[config.mk]
export PLATFORM = sky130hd
export DESIGN_NAME = register_file_dumper_flat
export DESIGN_NICKNAME = d
export VERILOG_FILES = /design/src/rtl/register_file_dumper_if.sv /design/src/rtl/register_file_dumper.sv /design/src/flat_wrapper.sv
export SDC_FILE = /design/constraint.sdc
export NUM_CORES = 1
export LEC_CHECK = 0
export ABC_AREA = 1
export CORE_ASPECT_RATIO = 0.75
export CORE_MARGIN = 4
export CORE_UTILIZATION = 53
export DETAILED_ROUTE_END_ITERATION = 12
export PLACE_DENSITY = 0.84
export SLEW_MARGIN = 20
export SYNTH_ARGS = -nofsm -noshare
export SYNTH_HDL_FRONTEND = slang
export SYNTH_SLANG_ARGS = --single-unit
[constraint.sdc]
create_clock -name i_clock -period 2.95 [get_ports i_clock]
set_clock_uncertainty 0.1 [all_clocks]
set_input_delay 0.295 -clock i_clock [delete_from_list [all_inputs] [get_ports i_clock]]
set_output_delay 0.295 -clock i_clock [all_outputs]
set_load 0.01 [all_outputs]
[src/rtl/register_file_dumper_if.sv]
// Bus bundle between the register file dumper, the register file read port
// and the debug TX byte stream.
interface register_file_dumper_if #(
    parameter int unsigned NB_ADDR = 5,
    parameter int unsigned NB_DATA = 32,
    parameter int unsigned NB_BYTE = 8
) ();
    logic               i_start;
    logic [NB_ADDR-1:0] o_read_addr;
    logic [NB_DATA-1:0] i_read_data;
    logic [NB_BYTE-1:0] o_tx_data;
    logic               o_tx_valid;
    logic               i_tx_ready;
    logic               o_busy;
    logic               o_done;

    // Dumper side: drives the read address and the byte stream.
    modport master (
        input  i_start,
        output o_read_addr,
        input  i_read_data,
        output o_tx_data,
        output o_tx_valid,
        input  i_tx_ready,
        output o_busy,
        output o_done
    );

    // Environment side: debug unit, register file and TX path.
    modport slave (
        output i_start,
        input  o_read_addr,
        output i_read_data,
        input  o_tx_data,
        input  o_tx_valid,
        output i_tx_ready,
        input  o_busy,
        input  o_done
    );
endinterface

[src/rtl/register_file_dumper.sv]
// Walks every register file address, snapshots each word and streams it out
// MSB byte first over a valid/ready byte interface.
module register_file_dumper #(
    parameter int unsigned NB_ADDR = 5,
    parameter int unsigned NB_DATA = 32,
    parameter int unsigned N_REGS  = 2 ** NB_ADDR,
    parameter int unsigned NB_BYTE = 8
) (
    input  logic                    i_clock,
    input  logic                    i_reset,
    register_file_dumper_if.master  io_bus
);
    localparam int unsigned N_BYTES = NB_DATA / NB_BYTE;
    localparam int unsigned NB_CNT  = (N_BYTES > 1) ? $clog2(N_BYTES) : 1;

    typedef enum logic [2:0] {StIdle, StLoad, StSend, StNext, StDone} state_e;

    state_e             r_state;
    state_e             w_state_next;
    logic [NB_ADDR-1:0] r_reg_idx;
    logic [NB_CNT-1:0]  r_byte_cnt;
    logic [NB_DATA-1:0] r_shift;

    logic w_handshake;
    logic w_last_byte;
    logic w_last_reg;

    // Valid is decoded from state, so the handshake only needs ready in SEND.
    assign w_handshake = (r_state == StSend) && io_bus.i_tx_ready;
    assign w_last_byte = (r_byte_cnt == NB_CNT'(N_BYTES - 1));
    assign w_last_reg  = (r_reg_idx == NB_ADDR'(N_REGS - 1));

    // State register.
    always_ff @(posedge i_clock) begin
        if (i_reset) begin
            r_state <= StIdle;
        end else begin
            r_state <= w_state_next;
        end
    end

    // Next-state decode.
    always_comb begin
        w_state_next = r_state;
        case (r_state)
            StIdle: if (io_bus.i_start) w_state_next = StLoad;
            StLoad: w_state_next = StSend;
            StSend: if (w_handshake && w_last_byte) w_state_next = StNext;
            StNext: w_state_next = w_last_reg ? StDone : StLoad;
            StDone: w_state_next = StIdle;
            default: w_state_next = StIdle;
        endcase
    end

    // Datapath: register index, byte counter and the word snapshot.
    always_ff @(posedge i_clock) begin
        if (i_reset) begin
            r_reg_idx  <= '0;
            r_byte_cnt <= '0;
            r_shift    <= '0;
        end else begin
            case (r_state)
                StIdle: begin
                    if (io_bus.i_start) r_reg_idx <= '0;
                end
                StLoad: begin
                    // The word is captured only here; later writes cannot touch it.
                    r_shift    <= io_bus.i_read_data;
                    r_byte_cnt <= '0;
                end
                StSend: begin
                    if (w_handshake && !w_last_byte) begin
                        r_shift    <= r_shift << NB_BYTE;
                        r_byte_cnt <= r_byte_cnt + NB_CNT'(1);
                    end
                end
                StNext: begin
                    if (!w_last_reg) r_reg_idx <= r_reg_idx + NB_ADDR'(1);
                end
                StDone: begin
                    r_reg_idx <= '0;
                end
                default: ;
            endcase
        end
    end

    // Outputs, all decoded from registered state.
    always_comb begin
        io_bus.o_read_addr = r_reg_idx;
        io_bus.o_tx_valid  = (r_state == StSend);
        io_bus.o_tx_data   = r_shift[NB_DATA-1 -: NB_BYTE];
        io_bus.o_busy      = (r_state != StIdle);
        io_bus.o_done      = (r_state == StDone);
    end
endmodule
[src/flat_wrapper.sv]
// flat-port wrapper written by rule: the top's interface ports become plain ports
module register_file_dumper_flat 
#(
    parameter int unsigned NB_ADDR = 5,
    parameter int unsigned NB_DATA = 32,
    parameter int unsigned N_REGS  = 2 ** NB_ADDR,
    parameter int unsigned NB_BYTE = 8
)
  (i_clock, i_reset, io_bus_i_start, io_bus_o_read_addr, io_bus_i_read_data, io_bus_o_tx_data, io_bus_o_tx_valid, io_bus_i_tx_ready, io_bus_o_busy, io_bus_o_done);
  register_file_dumper_if #(.NB_ADDR(NB_ADDR), .NB_DATA(NB_DATA), .NB_BYTE(NB_BYTE)) io_bus_i ();
  input  logic i_clock;
  input  logic i_reset;
  input wire logic [$bits(io_bus_i.i_start)-1:0] io_bus_i_start;
  output wire logic [$bits(io_bus_i.o_read_addr)-1:0] io_bus_o_read_addr;
  input wire logic [$bits(io_bus_i.i_read_data)-1:0] io_bus_i_read_data;
  output wire logic [$bits(io_bus_i.o_tx_data)-1:0] io_bus_o_tx_data;
  output wire logic [$bits(io_bus_i.o_tx_valid)-1:0] io_bus_o_tx_valid;
  input wire logic [$bits(io_bus_i.i_tx_ready)-1:0] io_bus_i_tx_ready;
  output wire logic [$bits(io_bus_i.o_busy)-1:0] io_bus_o_busy;
  output wire logic [$bits(io_bus_i.o_done)-1:0] io_bus_o_done;
  assign io_bus_i.i_start = io_bus_i_start;
  assign io_bus_o_read_addr = io_bus_i.o_read_addr;
  assign io_bus_i.i_read_data = io_bus_i_read_data;
  assign io_bus_o_tx_data = io_bus_i.o_tx_data;
  assign io_bus_o_tx_valid = io_bus_i.o_tx_valid;
  assign io_bus_i.i_tx_ready = io_bus_i_tx_ready;
  assign io_bus_o_busy = io_bus_i.o_busy;
  assign io_bus_o_done = io_bus_i.o_done;
  register_file_dumper #(.NB_ADDR(NB_ADDR), .NB_DATA(NB_DATA), .N_REGS(N_REGS), .NB_BYTE(NB_BYTE)) u_core (.i_clock(i_clock), .i_reset(i_reset), .io_bus(io_bus_i));
endmodule
==> out/results.tsv, run 1 <==
metric	value	unit
outcome	finished, final reports clean	
initial antenna violation count	0	
CTS clk-pin slew, worst paths	0.08	ns
syn avg cell area	6.34	um^2
FFs w/ async S/R, synth	0	%
total number of H-tree levels	2	
worst flop-to-flop path endpoint	u_core.r_shift[23]	
Final Critical Period	2.41	ns
Lkg Pwr	1.30	nW
hold path start	u_core.r_shift[6]	
detailed-route vias per instance	4.72	
sequential share of the synthesized area	38.8	%
Worst Hold Class	reg2reg	
Setup TNS	0	ns
Clock Path Buffers	2	
Final setup violation count	0	
fin nets	418	
share of layout cells above drive strength 1	4.74	%
crit-path leading delay family	buffers and inverters	
Max rail drop VDD	0.482	mV
fin cells	432	
TritonCTS clock tree	yes	
Total GRT Usage	19.1	%
synth cell count leaders	nand2_1, nor2_1, dfxtp_1	
fin. max-slew vios	0	
drt first pass iters	4	
Antenna Nets Post-Route	0	
Crit-path slowest cell	clkdlybuf4s50_1	
Total Wirelength	4740	um
Critical Path End Type	primary output	
Post-synth EDFFs	0	
CTS Root Buffer Type	clkbuf_8	
die span in y	63.4	um
Synthesis Warnings	0	
Max-Cap Viols	0	
total gr overflow	0	
Crit Path Class	reg2out	
Die Wd	81.9	um
Routability Congestion	0.836	
Final Hold Fails	0	
Die Area	5190	um^2
area grow syn2layout	27.5	%
largest area contributor in the netlist	dfxtp_1	
Slew HR	56.3	%
WL per Instance	11.0	um
worst-margin pin slew	0.651	ns
first-pass GRT wire length	7880	um
Synth top area share	38.8	%
post-synthesis cell type count	20	
Post-synth top flop	dfxtp_1	
Crit path largest cell delay	0.55	ns
# placed instances	424	
Reg2Reg Setup Slack	0.88	ns
Min-Delay Path Depth	2	
CP required	2.56	ns
I/O pin count	52	
# clock sinks	42	
CP Cell Sequence	inv_1 > nand3_2 > inv_1 > clkdlybuf4s50_1	
Power Total	2.18	mW
filler instances	338	
IO Port Bufs	51	
post-cts hold buffer count	0	
Arr. time, crit path	2.02	ns
RR Startpoint	u_core.r_state[2]	
Worst Hold End	u_core.r_shift[6]	
fmax	415	MHz
reg2reg path depth	8	
Core ar.	3800	um^2
CP most frequent cell	inv_1	
RSZ-0062 raised after global routing	no	
1st-iter DRT viols	82	
Setup crit start kind	flop	
post-cts resize count	0	
P per Cell Area	787	nW/um^2
CTS buffer count	5	
routed via count	2037	
DRC viols	0	
starting density of the core	57.0	%
cell with the most instances after synthesis	nand2_1	
Syn Std Cell Area	2170	um^2
Core Rows	19	
Final Util	72.7	%
# Post-CTS Setup Buffers	0	
hpwl dp	3370	um
top post-synthesis cells by area	dfxtp_1, nand2_1, nor2_1	
Post-Syn Nets	381	
Final Cycle Share	81.7	%
largest net degree at the start of global routing	43	
Yosys reg bits	42	
# diodes	0	
Max FO, Critical Path	18	
Buf/Inv on CP	3	
Gate Count Post-Synth	342	
Worst-Skew Late Latency	0.29	ns
vias in the first global route	1779	
-- cell type report --
type                       count  area, um^2  share of cell area, %
tap                           52        65.1                   2.35
inverter                      39         146                   5.29
timing repair buffer          55         553                   20.0
sequential                    42         841                   30.4
multi-input combinational    236        1020                   36.8
clock inverter                 2        60.1                   2.17
clock buffer                   6        82.6                   2.99
-- routing by layer --
metal  vias to the layer above  part of all wire [%]  GRT usage, %
met5                         -                     0             0
met4                         0                  0.91          4.77
met3                         6                   6.2          4.70
met2                        48                    45          28.5
met1                       871                    48          27.2
li1                       1112                     -             -
-- sequential cells by signal, summed over array words and instances (netlist names) --
register,flops
u_core.r_byte_cnt,2
u_core.r_state,3
u_core.r_shift,32
u_core.io_bus.o_read_addr,5
-- where the power goes --
part	internal (mW)	switching (mW)	total (mW)
sequential	0.709	0.0781	0.787
clock	0.361	0.196	0.557
combinational	0.347	0.486	0.833
-- cell usage in the layout, fill, tap and decap left out --
cell and instances:
a21oi_1 14, clkbuf_8 6, clkdlybuf4s50_1 51, nand3_1 11, inv_1 37, nand2_1 117
buf_12 1, nand2_2 2, dfxtp_1 42, clkinv_1 1, inv_2 1, nand3b_1 2
bufinv_16 2, ha_1 3, buf_4 3, nand3_2 2, nor2_1 58, o21ai_0 16
nor3_1 1, o21ai_2 1, nand4_1 9
-- worst register-to-register path: stages (launching register included) --
cell and delay (ns):
dfxtp_1 0.32, inv_1 0.33, nand3_2 0.37, nand2_1 0.17, nand2_2 0.22, buf_12 0.26, nand2_1 0.08, nand2_1 0.05
nor2_1 0.11
-- how the worst max path moves through the flow --
stage / end / slack [ns] / cells past startpoint / start
finish: io_bus_o_tx_valid / 0.54 / 4 / u_core.r_state[2]
global route: io_bus_o_tx_valid / 0.39 / 4 / u_core.r_state[2]
CTS: io_bus_o_tx_valid / 0.53 / 4 / u_core.r_state[2]
detailed placement: io_bus_o_tx_valid / 0.85 / 4 / u_core.r_state[2]
global placement: u_core.r_shift[18] / 0.88 / 5 / i_reset
floorplan: u_core.io_bus.o_read_addr[3] / 1.37 / 11 / u_core.io_bus.o_read_addr[0]
-- cell families (layout without fill, tap and decap cells) --
family	after synthesis	count (layout)	share of synthesized area, %
DFF	42	42	38.8
buffers and inverters	64	102	14.3
adders and majority gates	3	3	1.73
and+or+nand+nor	202	202	37.9
AOI/OAI and AO/OA	31	31	7.33
-- through the flow --
step	hold slack, ns	cell area (um^2)	setup WS, ns
after global routing	0.395	2770	0.395
final	0.365	2770	0.540
after floorplan	0.340	2170	1.37
after CTS	0.368	2770	0.528
after detailed placement	0.352	2620	0.851
after global placement	0.352	2620	0.884
No activity file was read; power rests on OpenSTA's default activity.
==> run 2, diff against run 1 <==
Settings changed: CORE_UTILIZATION 53 to 45, PLACE_DENSITY 0.84 to 0.75.
Clock period 2.95 ns to 2.2 ns, I/O delays scaled along.
==> run 2 against run 1 <==
Compared with the run above: global-route usage down 1.8 points; design area shrank 1.0%; wire length rose by 0.82%; die area up 16%; clock power is 7.5% lower; sequential share of layout area increased by 0.31 points; final cell count increased by 2.1%; sequential power grew 32%; power up 23%; critical path depth unchanged; core utilization fell by 12 points; clock-buffer cell count up 1; largest cell class unchanged.
==> out/results.tsv, run 2 (same netlist as run 1, synthesis figures left out) <==
metric	value	unit	change
outcome	finished, final reports clean		unchanged
Max rail drop VDD	0.488	mV	was 0.482 mV
vias in the first global route	1950		was 1779
Worst-Skew Late Latency	0.29	ns	about the same
WL per Instance	10.8	um	was 11.0 um
drt first pass iters	4		unchanged
Power Total	2.69	mW	was 2.18 mW
Crit-path slowest cell	clkdlybuf4s50_1		unchanged
Arr. time, crit path	1.74	ns	was 2.02 ns
hpwl dp	3340	um	was 3370 um
Antenna Nets Post-Route	0		unchanged
CTS clk-pin slew, worst paths	0.08	ns	about the same
RSZ-0062 raised after global routing	no		unchanged
CTS Root Buffer Type	clkbuf_8		unchanged
Core ar.	4550	um^2	was 3800 um^2
Slew HR	72.2	%	was 56.3%
routed via count	2064		was 2037
Core Rows	21		was 19
first-pass GRT wire length	8160	um	was 7880 um
CTS buffer count	5		unchanged
Max FO, Critical Path	14		was 18
Setup TNS	0	ns	unchanged
Worst Hold Class	reg2reg		unchanged
total number of H-tree levels	2		unchanged
share of layout cells above drive strength 1	5.47	%	was 4.74%
Net Switching	1.01	mW	was 0.761 mW
post-cts resize count	0		unchanged
Comb pwr share	42.2	%	was 38.3%
# diodes	0		unchanged
filler instances	471		was 338
CP Cell Sequence	inv_1 > nand3_2 > inv_1 > clkdlybuf4s50_1		unchanged
IO Port Bufs	51		unchanged
Final Hold Fails	0		unchanged
most common cell after layout, fill and taps aside	nand2_1		unchanged
Die Area	6000	um^2	was 5190 um^2
total gr overflow	0		unchanged
Critical Path End Type	primary output		unchanged
Final Critical Period	2.06	ns	
Max-Cap Viols	0		unchanged
P per Cell Area	981	nW/um^2	was 787 nW/um^2
Sw Ratio	37.6	%	was 34.9%
fin. max-slew vios	0		unchanged
sequential power share	38.6	%	was 36.1%
CP most frequent cell	inv_1		unchanged
area grow syn2layout	26.3	%	was 27.5%
Routability Congestion	0.844		was 0.836
# clock sinks	42		unchanged
post-cts hold buffer count	0		unchanged
initial antenna violation count	0		unchanged
1st-iter DRT viols	96		was 82
Total GRT Usage	17.2	%	was 19.1%
worst-margin pin slew	0.417	ns	was 0.651 ns
TritonCTS clock tree	yes		unchanged
die span in y	68.1	um	was 63.4 um
Final setup violation count	0		unchanged
Internal	1.68	mW	was 1.42 mW
Crit path largest cell delay	0.53	ns	was 0.55 ns
Clock Path Buffers	2		unchanged
Total Wirelength	4780	um	was 4740 um
fin nets	422		was 418
max reg flops	32		unchanged
# Post-CTS Setup Buffers	0		unchanged
DRC viols	0		unchanged
Lkg Pwr	1.29	nW	was 1.30 nW
Crit Path Class	reg2out		unchanged
largest net degree at the start of global routing	38		was 43
clock share of power	19.2	%	was 25.6%
detailed-route vias per instance	4.68		was 4.72
Die Wd	88.2	um	was 81.9 um
leading cell types in the layout, fill and taps excluded	nand2_1, nor2_1, clkdlybuf4s50_1		unchanged
I/O pin count	52		unchanged
Final Cycle Share	93.5	%	
Setup crit start kind	flop		unchanged
starting density of the core	47.7	%	was 57.0%
Largest Register	u_core.r_shift		unchanged
CP required	1.88	ns	was 2.56 ns
fmax	486	MHz	
-- run 2: cell types whose count changed in the layout (fill, tap and decap cells not counted), sizes merged --
cell,delta
buf,+4
clkinv,+1
clkbuf,+1
bufinv,-2
-- run 2: power by group through the flow --
stage | sequential [mW] | clock, mW | combinational, mW
CTS | 1.04 | 0.531 | 1.14
global route | 1.06 | 0.564 | 1.32
global placement | 1.05 | 0 | 1.12
detailed placement | 1.06 | 0 | 1.13
finish | 1.04 | 0.515 | 1.13
floorplan | 1.04 | 0 | 0.872
-- run 2: stage by stage --
step	instance area (um^2)	hold slack, ns	cells	setup WS (ns)	util (%)
after floorplan	2170	0.292	342	0.617	-
after global placement	2650	0.352	433	0.517	58.2
after detailed placement	2650	0.355	433	0.471	58.2
after CTS	2740	0.368	441	0.138	60.2
after global routing	2740	0.403	441	0.0501	60.2
final	2740	0.371	441	0.143	60.2
-- run 2: critical path, delay by kind of cell, from the launching register on --
kind / cells / cell delay (ns)
and+or+nand+nor: 1 / 0.17
buffers and inverters: 3 / 0.96
DFF: 1 / 0.31
-- run 2: worst paths after layout --
kind              cells past startpoint                         start                      endpoint  slack, ns
hold reg to reg                       2             u_core.r_shift[7]             u_core.r_shift[7]       0.37
setup reg to reg                     11  u_core.io_bus.o_read_addr[0]  u_core.io_bus.o_read_addr[3]       0.46
setup / recovery                      4             u_core.r_state[2]             io_bus_o_tx_valid       0.14
hold / removal                        2             u_core.r_shift[7]             u_core.r_shift[7]       0.37
-- run 2: routing by layer --
metal	GRT usage (%)	vias to the layer above	wire length, um
met1	22.0	892	2370
li1	-	1114	-
met2	29.1	52	2070
met4	5.47	0	48
met3	3.97	6	288
met5	0	-	0
-- run 2: final cells by class --
| class | count | area, um^2 | area share [%] |
|---|---|---|---|
| clock buffers | 7 | 86.3 | 3.15 |
| clock inverters | 1 | 5.00 | 0.183 |
| inverters | 39 | 146 | 5.35 |
| multi-input cells | 236 | 1020 | 37.2 |
| flip-flops and latches | 42 | 841 | 30.7 |
| well taps | 57 | 71.3 | 2.61 |
| repair buffers | 59 | 571 | 20.8 |
==> run 3, diff against run 2 <==
Settings changed: CORE_UTILIZATION 45 to 46, CTS_BUF_LIST set to sky130_fd_sc_hd__clkbuf_4 sky130_fd_sc_hd__clkbuf_8, PLACE_DENSITY 0.75 to 0.77, REMOVE_ABC_BUFFERS set to 1.
==> run 3 against run 2 <==
Compared with the run above: first-iteration DRC count decreased by 30%; sequential power about the same; highest routed layer unchanged; clock-buffer cell count decreased by 1; via count decreased by 2.3%; power decreased by 0.40%; non-clock buffer count unchanged; die area decreased by 1.9%.
==> out/results.tsv, run 3 (same netlist as run 1, synthesis figures left out) <==
metric	value	unit	change
fin nets	422		unchanged
first-pass GRT wire length	7610	um	was 8160 um
Crit path largest cell delay	0.53	ns	about the same
# diodes	0		unchanged
Final Hold Fails	0		unchanged
initial antenna violation count	0		unchanged
Total Wirelength	4630	um	was 4780 um
Lkg Pwr	1.29	nW	about the same
largest net degree at the start of global routing	59		was 38
reg2reg path depth	9		was 11
CTS clk-pin slew, worst paths	0.08	ns	about the same
fmax	531	MHz	was 486 MHz
RSZ-0062 raised after global routing	no		unchanged
detailed-route vias per instance	4.57		was 4.68
Arr. time, crit path	1.56	ns	was 1.74 ns
CP startpoint	u_core.r_state[1]		was u_core.r_state[2]
outcome	finished, final reports clean		unchanged
post-cts resize count	0		unchanged
CP required	1.88	ns	about the same
Crit. path cell count	4		unchanged
max reg flops	32		unchanged
fin cells	441		unchanged
Antenna Nets Post-Route	0		unchanged
area grow syn2layout	26.4	%	was 26.3%
Final setup violation count	0		unchanged
final hold slack	0.365	ns	was 0.371 ns
Die Wd	87.3	um	was 88.2 um
pre-CTS setup slack	0.438	ns	was 0.471 ns
Buf/Inv on CP	2		was 3
Worst Hold Class	reg2reg		unchanged
Max FO, Critical Path	5		was 14
CTS buffer count	5		unchanged
crit-path leading delay family	buffers and inverters		unchanged
post-route cell area	2740	um^2	about the same
leading cell types in the layout, fill and taps excluded	nand2_1, nor2_1, clkdlybuf4s50_1		unchanged
placed inst area	2650	um^2	unchanged
Reg2Reg Setup Slack	0.46	ns	about the same
Clock Path Buffers	2		unchanged
Final Critical Period	1.88	ns	was 2.06 ns
Power Total	2.68	mW	was 2.69 mW
Worst-Skew Late Latency	0.30	ns	was 0.29 ns
Total GRT Usage	16.5	%	was 17.2%
Critical Path End	io_bus_o_done		was io_bus_o_tx_valid
routed via count	2017		was 2064
Crit-path slowest cell	clkdlybuf4s50_1		unchanged
1st-iter DRT viols	67		was 96
RR Startpoint	u_core.r_state[0]		was u_core.io_bus.o_read_addr[0]
final setup margin	0.316	ns	was 0.143 ns
# clock sinks	42		unchanged
P per Cell Area	976	nW/um^2	was 981 nW/um^2
die span in y	67.5	um	was 68.1 um
Final Cycle Share	85.6	%	was 93.5%
share of layout cells above drive strength 1	5.73	%	was 5.47%
Setup TNS	0	ns	unchanged
worst-margin pin slew	0.532	ns	was 0.417 ns
Critical Path End Type	primary output		unchanged
most common cell after layout, fill and taps aside	nand2_1		unchanged
Core ar.	4520	um^2	was 4550 um^2
post-cts hold buffer count	0		unchanged
total gr overflow	0		unchanged
total number of H-tree levels	2		unchanged
Routability Congestion	0.825		was 0.844
Crit Path Class	reg2out		unchanged
DRC viols	0		unchanged
hpwl dp	3160	um	was 3340 um
Core Rows	21		unchanged
# Post-CTS Setup Buffers	0		unchanged
Final Util	60.7	%	was 60.2%
vias in the first global route	1788		was 1950
Die Area	5890	um^2	was 6000 um^2
drt first pass iters	4		unchanged
I/O pin count	52		unchanged
CTS Root Buffer Type	clkbuf_8		unchanged
Max rail drop VDD	0.826	mV	was 0.488 mV
IO Port Bufs	51		unchanged
Max-Cap Viols	0		unchanged
Slew HR	64.5	%	was 72.2%
CP most frequent cell	nor2_1		was inv_1
WL per Instance	10.5	um	was 10.8 um
starting density of the core	48.0	%	was 47.7%
fin. max-slew vios	0		unchanged
# placed instances	433		unchanged
Setup crit start kind	flop		unchanged
Largest Register	u_core.r_shift		unchanged
TritonCTS clock tree	yes		unchanged
worst flop-to-flop path endpoint	u_core.r_shift[30]		was u_core.io_bus.o_read_addr[3]
CP Cell Sequence	nor2_1 > inv_1 > nor2_1 > clkdlybuf4s50_1		was inv_1 > nand3_2 > inv_1 > clkdlybuf4s50_1
[run 3: worst min-delay path, delay by kind of cell (launching register included)]
kind               cells  cell delay (ns)
AOI/OAI and AO/OA      1             0.05
DFF                    1             0.32
and+or+nand+nor        1             0.06
[run 3: metal layers]
layer | up-vias | routed length (um) | GRT usage (%) | part of all wire (%)
met4 | 0 | 72 | 8.05 | 1.6
met1 | 852 | 2210 | 19.8 | 48
li1 | 1116 | - | - | -
met2 | 44 | 2060 | 28.3 | 45
met5 | - | 0 | 0 | 0
met3 | 5 | 280 | 3.54 | 6.1
[run 3: power by group]
group | total [mW] | internal, mW | leakage [nW] | switching [mW]
Sequential | 1.03 | 0.950 | 0.344 | 0.0824
Clock | 0.527 | 0.252 | 0.0472 | 0.275
Combinational | 1.12 | 0.467 | 0.901 | 0.649
[run 3: cell type report]
type | instances | area [um^2]
timing repair buffer | 59 | 571
sequential | 42 | 841
fill | 445 | 1780
clock buffer | 6 | 82.6
clock inverter | 2 | 12.5
multi-input combinational | 236 | 1020
tap | 57 | 71.3
inverter | 39 | 146
[run 3: worst min-delay path by stage]
stage,cells past startpoint,startpoint,end
floorplan,1,i_reset,u_core.io_bus.o_read_addr[1]
finish,2,u_core.r_shift[4],u_core.r_shift[4]
global placement,2,u_core.r_shift[1],u_core.r_shift[1]
detailed placement,2,u_core.r_shift[6],u_core.r_shift[6]
global route,2,u_core.r_shift[4],u_core.r_shift[4]
CTS,2,u_core.r_shift[6],u_core.r_shift[6]
==> RTL edit 1, RTL diff (settings of run 3) <==
Re-encode `state_e` (5 states) as one-hot, 5 bits wide.
--- a/src/rtl/register_file_dumper.sv
+++ b/src/rtl/register_file_dumper.sv
@@ -15,3 +15,3 @@
 
-    typedef enum logic [2:0] {StIdle, StLoad, StSend, StNext, StDone} state_e;
+    typedef enum logic [4:0] {StIdle = 5'b00001, StLoad = 5'b00010, StSend = 5'b00100, StNext = 5'b01000, StDone = 5'b10000} state_e;
 
Behaviour: same outputs for any inputs over 10 cycles, from zero or initial values and one cycle with i_reset high; not proved beyond that.
==> RTL edit 1 against run 3 <==
- final cell count down 7.3%
- non-clock buffer count fell by 3
- routed wire length increased by 6.9%
- highest routed layer unchanged
- design area decreased by 0.27%
- sequential share of layout area rose by 1.5 points
- worst setup slack worse by 190 ps
- synthesized area shrank 2.4%
- sequential cell count up 2
Power is not compared: it rests on default switching activity, and its combinational part moved more than twofold at a synthesized area within 25%.
==> RTL edit 1: results (changes against run 3) <==
** Run status
- The run finished with clean final reports.

** Critical path
- First element of the critical path :: u_core.r_state[0]$_SDFFE_PP1P_
- Number of cells on the worst reg-to-reg path :: 8 (-1)
- The arrival time at the worst endpoint is 1760 ps (+200 ps).
- Flop-to-flop setup slack :: 370 ps (-90 ps)
- Biggest fanout along the worst timing path :: 27 (+22)
- The stage delay of the slowest cell on the critical path is 590 ps (+60 ps).

** Global route
- Global-route wire length before repair :: 8.24 mm (+8.3%)
- Vias in the first global route :: 1816 (+1.6%)
- The maximum number of pins on one net before global-route repair was 28 (-53%).
- The overall track demand over capacity in global routing came to 18.0% (+1.5 points).

** STA
- Final worst path period share :: 94.5% (+8.8 points)
- The transition time at the pin with the least slew margin was 397 ps (-135 ps).
- The final-layout worst hold slack was 368 ps (+3.51 ps).

** Logic synthesis
- The sequential area share after synthesis came to 41.6% (+2.8 points).
- Compound-Gate Fraction of Synth Area :: 10.5% (+3.2 points)
- Xor-xnor portion of the synthesized cell area :: 0.827% (+0.83 points)
- After synthesis, the most frequently instantiated cells are 92 x sky130_fd_sc_hd__nand2_1, 57 x sky130_fd_sc_hd__nor2_1, 44 x sky130_fd_sc_hd__dfxtp_1, 23 x sky130_fd_sc_hd__o21ai_0, 17 x sky130_fd_sc_hd__nand3_1.
- The count of flip-flops with a built-in enable after synthesis came to 0 (unchanged).
- The adder-cell area share of the yosys netlist was 1.77% (+0.042 points).
- Count of unique library cells instantiated by Yosys :: 24 (+20%)
- Leading cell types by total area after synthesis :: sky130_fd_sc_hd__dfxtp_1 42%, sky130_fd_sc_hd__nand2_1 16%, sky130_fd_sc_hd__nor2_1 10%

** Place
- The final weighted congestion in routability-driven placement is 0.782 (-5.2%).
- The half-perimeter wire length of the detailed placement result was 3.43 mm (+8.7%).
- The worst slack after detailed placement is 381 ps (-56.8 ps).
- The total placed instance area is 2610 sq um (-1.5%).

** Hold path
- The instance count along the most critical hold path was 1 (-1).
- The worst hold path terminates at u_core.r_byte_cnt[0]$_SDFFE_PP0P_.

** Detailed routing
- Vias :: 1992 (-1.2%)
- The overall routed net length came to 4.95 mm (+6.9%).
- Detailed-router iteration count before antenna repair :: 5 (+1)
- The post-detailed-route via-to-cell ratio came to 4.87 (+6.5%).
- Starting DRT DRC Count :: 145 (+120%)

** Finish
- Nets@finish :: 390 (-7.6%)
- Fraction of layout cells with a size suffix above 1 :: 5.97% (+0.24 points)
==> RTL edit 1: cell types whose count changed after synthesis, moves of 4 or more <==
cell	delta
sky130_fd_sc_hd__o21ai_1	+4
sky130_fd_sc_hd__inv_1	-23
sky130_fd_sc_hd__buf_2	-6
sky130_fd_sc_hd__nand3_1	+6
sky130_fd_sc_hd__nand2_1	-25
sky130_fd_sc_hd__o21ai_0	+7
==> RTL edit 1: layout make-up <==
cell class | instances | area [sq um]
Clock inverter | 1 | 30.0
Timing Repair Buffer | 56 | 561
Tap cell | 57 | 71.3
Sequential cell | 44 | 881
Fill cell | 422 | 1710
Clock buffer | 7 | 96.3
Multi-Input combinational cell | 227 | 1030
Inverter | 17 | 66.3
==> RTL edit 1: metal layers <==
layer	routed length, um	track usage (%)
met1	2410	24.1
met2	2170	28.2
met3	307	5.07
met4	61	5.25
met5	0	0
==> RTL edit 1: worst max-delay path, delay by kind of cell (launching register included) <==
kind                   cells  cell delay, ps
buffers and inverters      2             830
DFF                        1             340
and+or+nand+nor            2             280
==> RTL edit 2, RTL diff (settings of run 3) <==
Without the edit above. `NB_DATA` is set to 32 in 3 places; all go to 64.
--- a/src/rtl/register_file_dumper_if.sv
+++ b/src/rtl/register_file_dumper_if.sv
@@ -4,3 +4,3 @@
     parameter int unsigned NB_ADDR = 5,
-    parameter int unsigned NB_DATA = 32,
+    parameter int unsigned NB_DATA = 64,
     parameter int unsigned NB_BYTE = 8
--- a/src/rtl/register_file_dumper.sv
+++ b/src/rtl/register_file_dumper.sv
@@ -4,3 +4,3 @@
     parameter int unsigned NB_ADDR = 5,
-    parameter int unsigned NB_DATA = 32,
+    parameter int unsigned NB_DATA = 64,
     parameter int unsigned N_REGS  = 2 ** NB_ADDR,
--- a/src/flat_wrapper.sv
+++ b/src/flat_wrapper.sv
@@ -4,3 +4,3 @@
     parameter int unsigned NB_ADDR = 5,
-    parameter int unsigned NB_DATA = 32,
+    parameter int unsigned NB_DATA = 64,
     parameter int unsigned N_REGS  = 2 ** NB_ADDR,
Ports: changed (resized io_bus_i_read_data); port bits go from 52 to 84. No check against the original RTL was run, so the function may have changed too.
==> RTL edit 2 against run 3 <==
- routed wire length is 87% higher
- sequential cell count is 33 higher
- maximum frequency is 8.6% lower
- synthesized area is 65% higher
- total power is 46% higher
- design area is 67% higher
- worst setup slack worse by 180 ps
- global-route usage is 2.5 points higher
- largest power group is now sequential cells
==> RTL edit 2: results (changes against run 3) <==
** Run status
- The flow ran to the end, and the final reports show no timing, DRC or antenna violations.

** Critical path
- CP top delay family :: buffers and inverters
- Cell with the largest stage delay on the worst path :: sky130_fd_sc_hd__clkdlybuf4s50_1
- The stage delay of the slowest cell on the critical path came to 560 ps (+30 ps).
- The maximum fanout along the worst path came to 14 (+9).
- CP Data Arrival Time :: 1740 ps (+180 ps)

** Place
- Port Buffers :: 83 (+63%)
- Minimum setup slack after placement :: 197 ps (-241 ps)
- Placed standard-cell area :: 4360 sq um (+65%)
- Half-perimeter wire length after detailed placement :: 5.49 mm (+74%)
- Last weighted congestion value of the routability-driven placer :: 0.833 (+0.90%)

** Logic synthesis
- Fraction of synthesis flops using an asynchronous set or reset pin :: 0% (unchanged)
- The synthesis warning total came to 0 (unchanged).
- Most used flip-flop cell after synthesis :: sky130_fd_sc_hd__dfxtp_1
- Synth top cells by count :: 183 x sky130_fd_sc_hd__nand2_1, 127 x sky130_fd_sc_hd__nor2_1, 75 x sky130_fd_sc_hd__dfxtp_1, 59 x sky130_fd_sc_hd__o21ai_0, 17 x sky130_fd_sc_hd__clkbuf_1
- The sequential area share after synthesis was 42.1% (+3.3 points).
- The count of cell types in the netlist is 19 (-5.0%).
- Leading cell types by total area after synthesis :: sky130_fd_sc_hd__dfxtp_1 42%, sky130_fd_sc_hd__nand2_1 19%, sky130_fd_sc_hd__nor2_1 13%
- Number of enable flip-flop cells after synthesis :: 0 (unchanged)

** Clock network
- In this run the clock root is driven by a sky130_fd_sc_hd__clkbuf_8.
- Buffers inserted during post-CTS setup optimization :: 0 (unchanged)
- Clock transition at the register clock pins on the worst setup and hold paths after CTS :: 70 ps
- Depth of the CTS H-tree :: 3 (+1)
- The buffer depth of the longest clock path was 2 (unchanged).
- The number of CTS-inserted buffers is 9 (+4).
- Source-to-sink clock delay at the later pin of the worst-skew pair :: 350 ps (+50 ps)

** STA
- Final Slew Violations :: 0 (unchanged)
- Max-Slew Margin vs Limit :: 60.5% (-4.0 points)

** Global route
- The first-pass GRT wire length is 14.4 mm (+90%).
- The overall track demand over capacity in global routing came to 19.1% (+2.5 points).
- The number of global-route vias before repair came to 3318 (+86%).
- The number of antenna violations at the first check in global routing is 0 (unchanged).
- The maximum number of pins on one net before global-route repair is 60 (+1.7%).

** Finish
- Fraction of layout cells with a size suffix above 1 :: 5.34% (-0.39 points)
- Nets@finish :: 685 (+62%)
- Reg with most FFs :: u_core.r_shift
- Layout fillers :: 703 (+58%)
- Diodes inserted :: 0 (unchanged)
- The number of flip-flops in the largest register was 64 (+100%).

** Detailed routing
- Post-detailed-route DRC marker count :: 0 (unchanged)
- Routed wire per std cell :: 12.0 um (+15%)
- Detailed-router iteration count before antenna repair :: 5 (+1)
- The violation count after the first detailed-route iteration is 256 (+280%).
- The total vias in the final route is 3580 (+77%).

** Power
- Leakage power of the design :: 2.13 nW (+65%)
- Worst voltage drop across the vdd grid :: 0.451 mV (-45%)

** Hold path
- In this run the worst hold path is classified as in2reg.
==> RTL edit 2: cell count changes in the layout (fill, tap and decap cells not counted), moves of 2 or more <==
| cell | change |
|---|---|
| sky130_fd_sc_hd__nand4_1 | +3 |
| sky130_fd_sc_hd__a22oi_1 | +2 |
| sky130_fd_sc_hd__inv_1 | -26 |
| sky130_fd_sc_hd__clkinv_2 | +2 |
| sky130_fd_sc_hd__a21oi_1 | +2 |
| sky130_fd_sc_hd__dfxtp_1 | +33 |
| sky130_fd_sc_hd__nor2_1 | +68 |
| sky130_fd_sc_hd__clkdlybuf4s50_1 | +32 |
| sky130_fd_sc_hd__nand3b_1 | -2 |
| sky130_fd_sc_hd__nand2_1 | +65 |
| sky130_fd_sc_hd__clkbuf_8 | +4 |
| sky130_fd_sc_hd__o21ai_0 | +43 |
==> RTL edit 2: per-stage QoR <==
step / cells / hold WS (ps) / util [%]
floorplan: 510 / 189 / -
detailed placement: 703 / 377 / 58.7
finish: 719 / 368 / 61.4
CTS: 719 / 353 / 61.4
global placement: 703 / 370 / 58.7
global route: 719 / 367 / 61.4
==> RTL edit 2: worst paths after layout <==
kind | to | start | depth (start not counted) | slack [ps]
worst max-delay path | io_bus_o_done | u_core.r_state[0]$_SDFFE_PP0P_ | 4 | 140
worst min-delay path | u_core.r_shift[4]$_SDFFE_PP0P_ | io_bus_i_read_data[4] | 3 | 370
worst max register to register | u_core.r_shift[46]$_SDFFE_PP0P_ | u_core.r_byte_cnt[0]$_SDFFE_PP0P_ | 8 | 280
worst min register to register | u_core.r_shift[4]$_SDFFE_PP0P_ | u_core.r_shift[4]$_SDFFE_PP0P_ | 2 | 390
==> RTL edit 2: routing by layer <==
metal | track usage (%) | share of wire (%)
met5 | 0 | 0
met3 | 6.30 | 6.5
met4 | 4.42 | 0.96
met2 | 31.3 | 46
met1 | 24.2 | 47
==> RTL edit 2: area by class of cell <==
type	count	area [sq um]	area share, %
flip-flops and latches	75	1500	32.9
clock inverters	5	52.6	1.15
multi-input cells	420	1780	39.1
inverters	15	58.8	1.29
repair buffers	92	898	19.7
well taps	101	126	2.77
clock buffers	11	145	3.18
==> RTL edit 2: power breakdown <==
part           internal [mW]  switching, mW
sequential              1.61          0.145
combinational          0.452          0.631
clock                  0.562          0.497
==> RTL edit 2: kinds of logic (layout without fill, tap and decap cells) <==
group | count (synthesis) | count (layout) | share of synthesized area (%)
compound gates | 78 | 78 | 11.1
fa+ha+maj | 4 | 4 | 1.40
flops | 75 | 75 | 42.1
buf+inv | 58 | 123 | 8.13
simple gates | 338 | 338 | 37.3
==> RTL edit 2: timing repair <==
action                     4_1_cts  5_1_grt
setup endpoints to repair        0       27
resized for setup                0        3
hold endpoints to repair         0        0
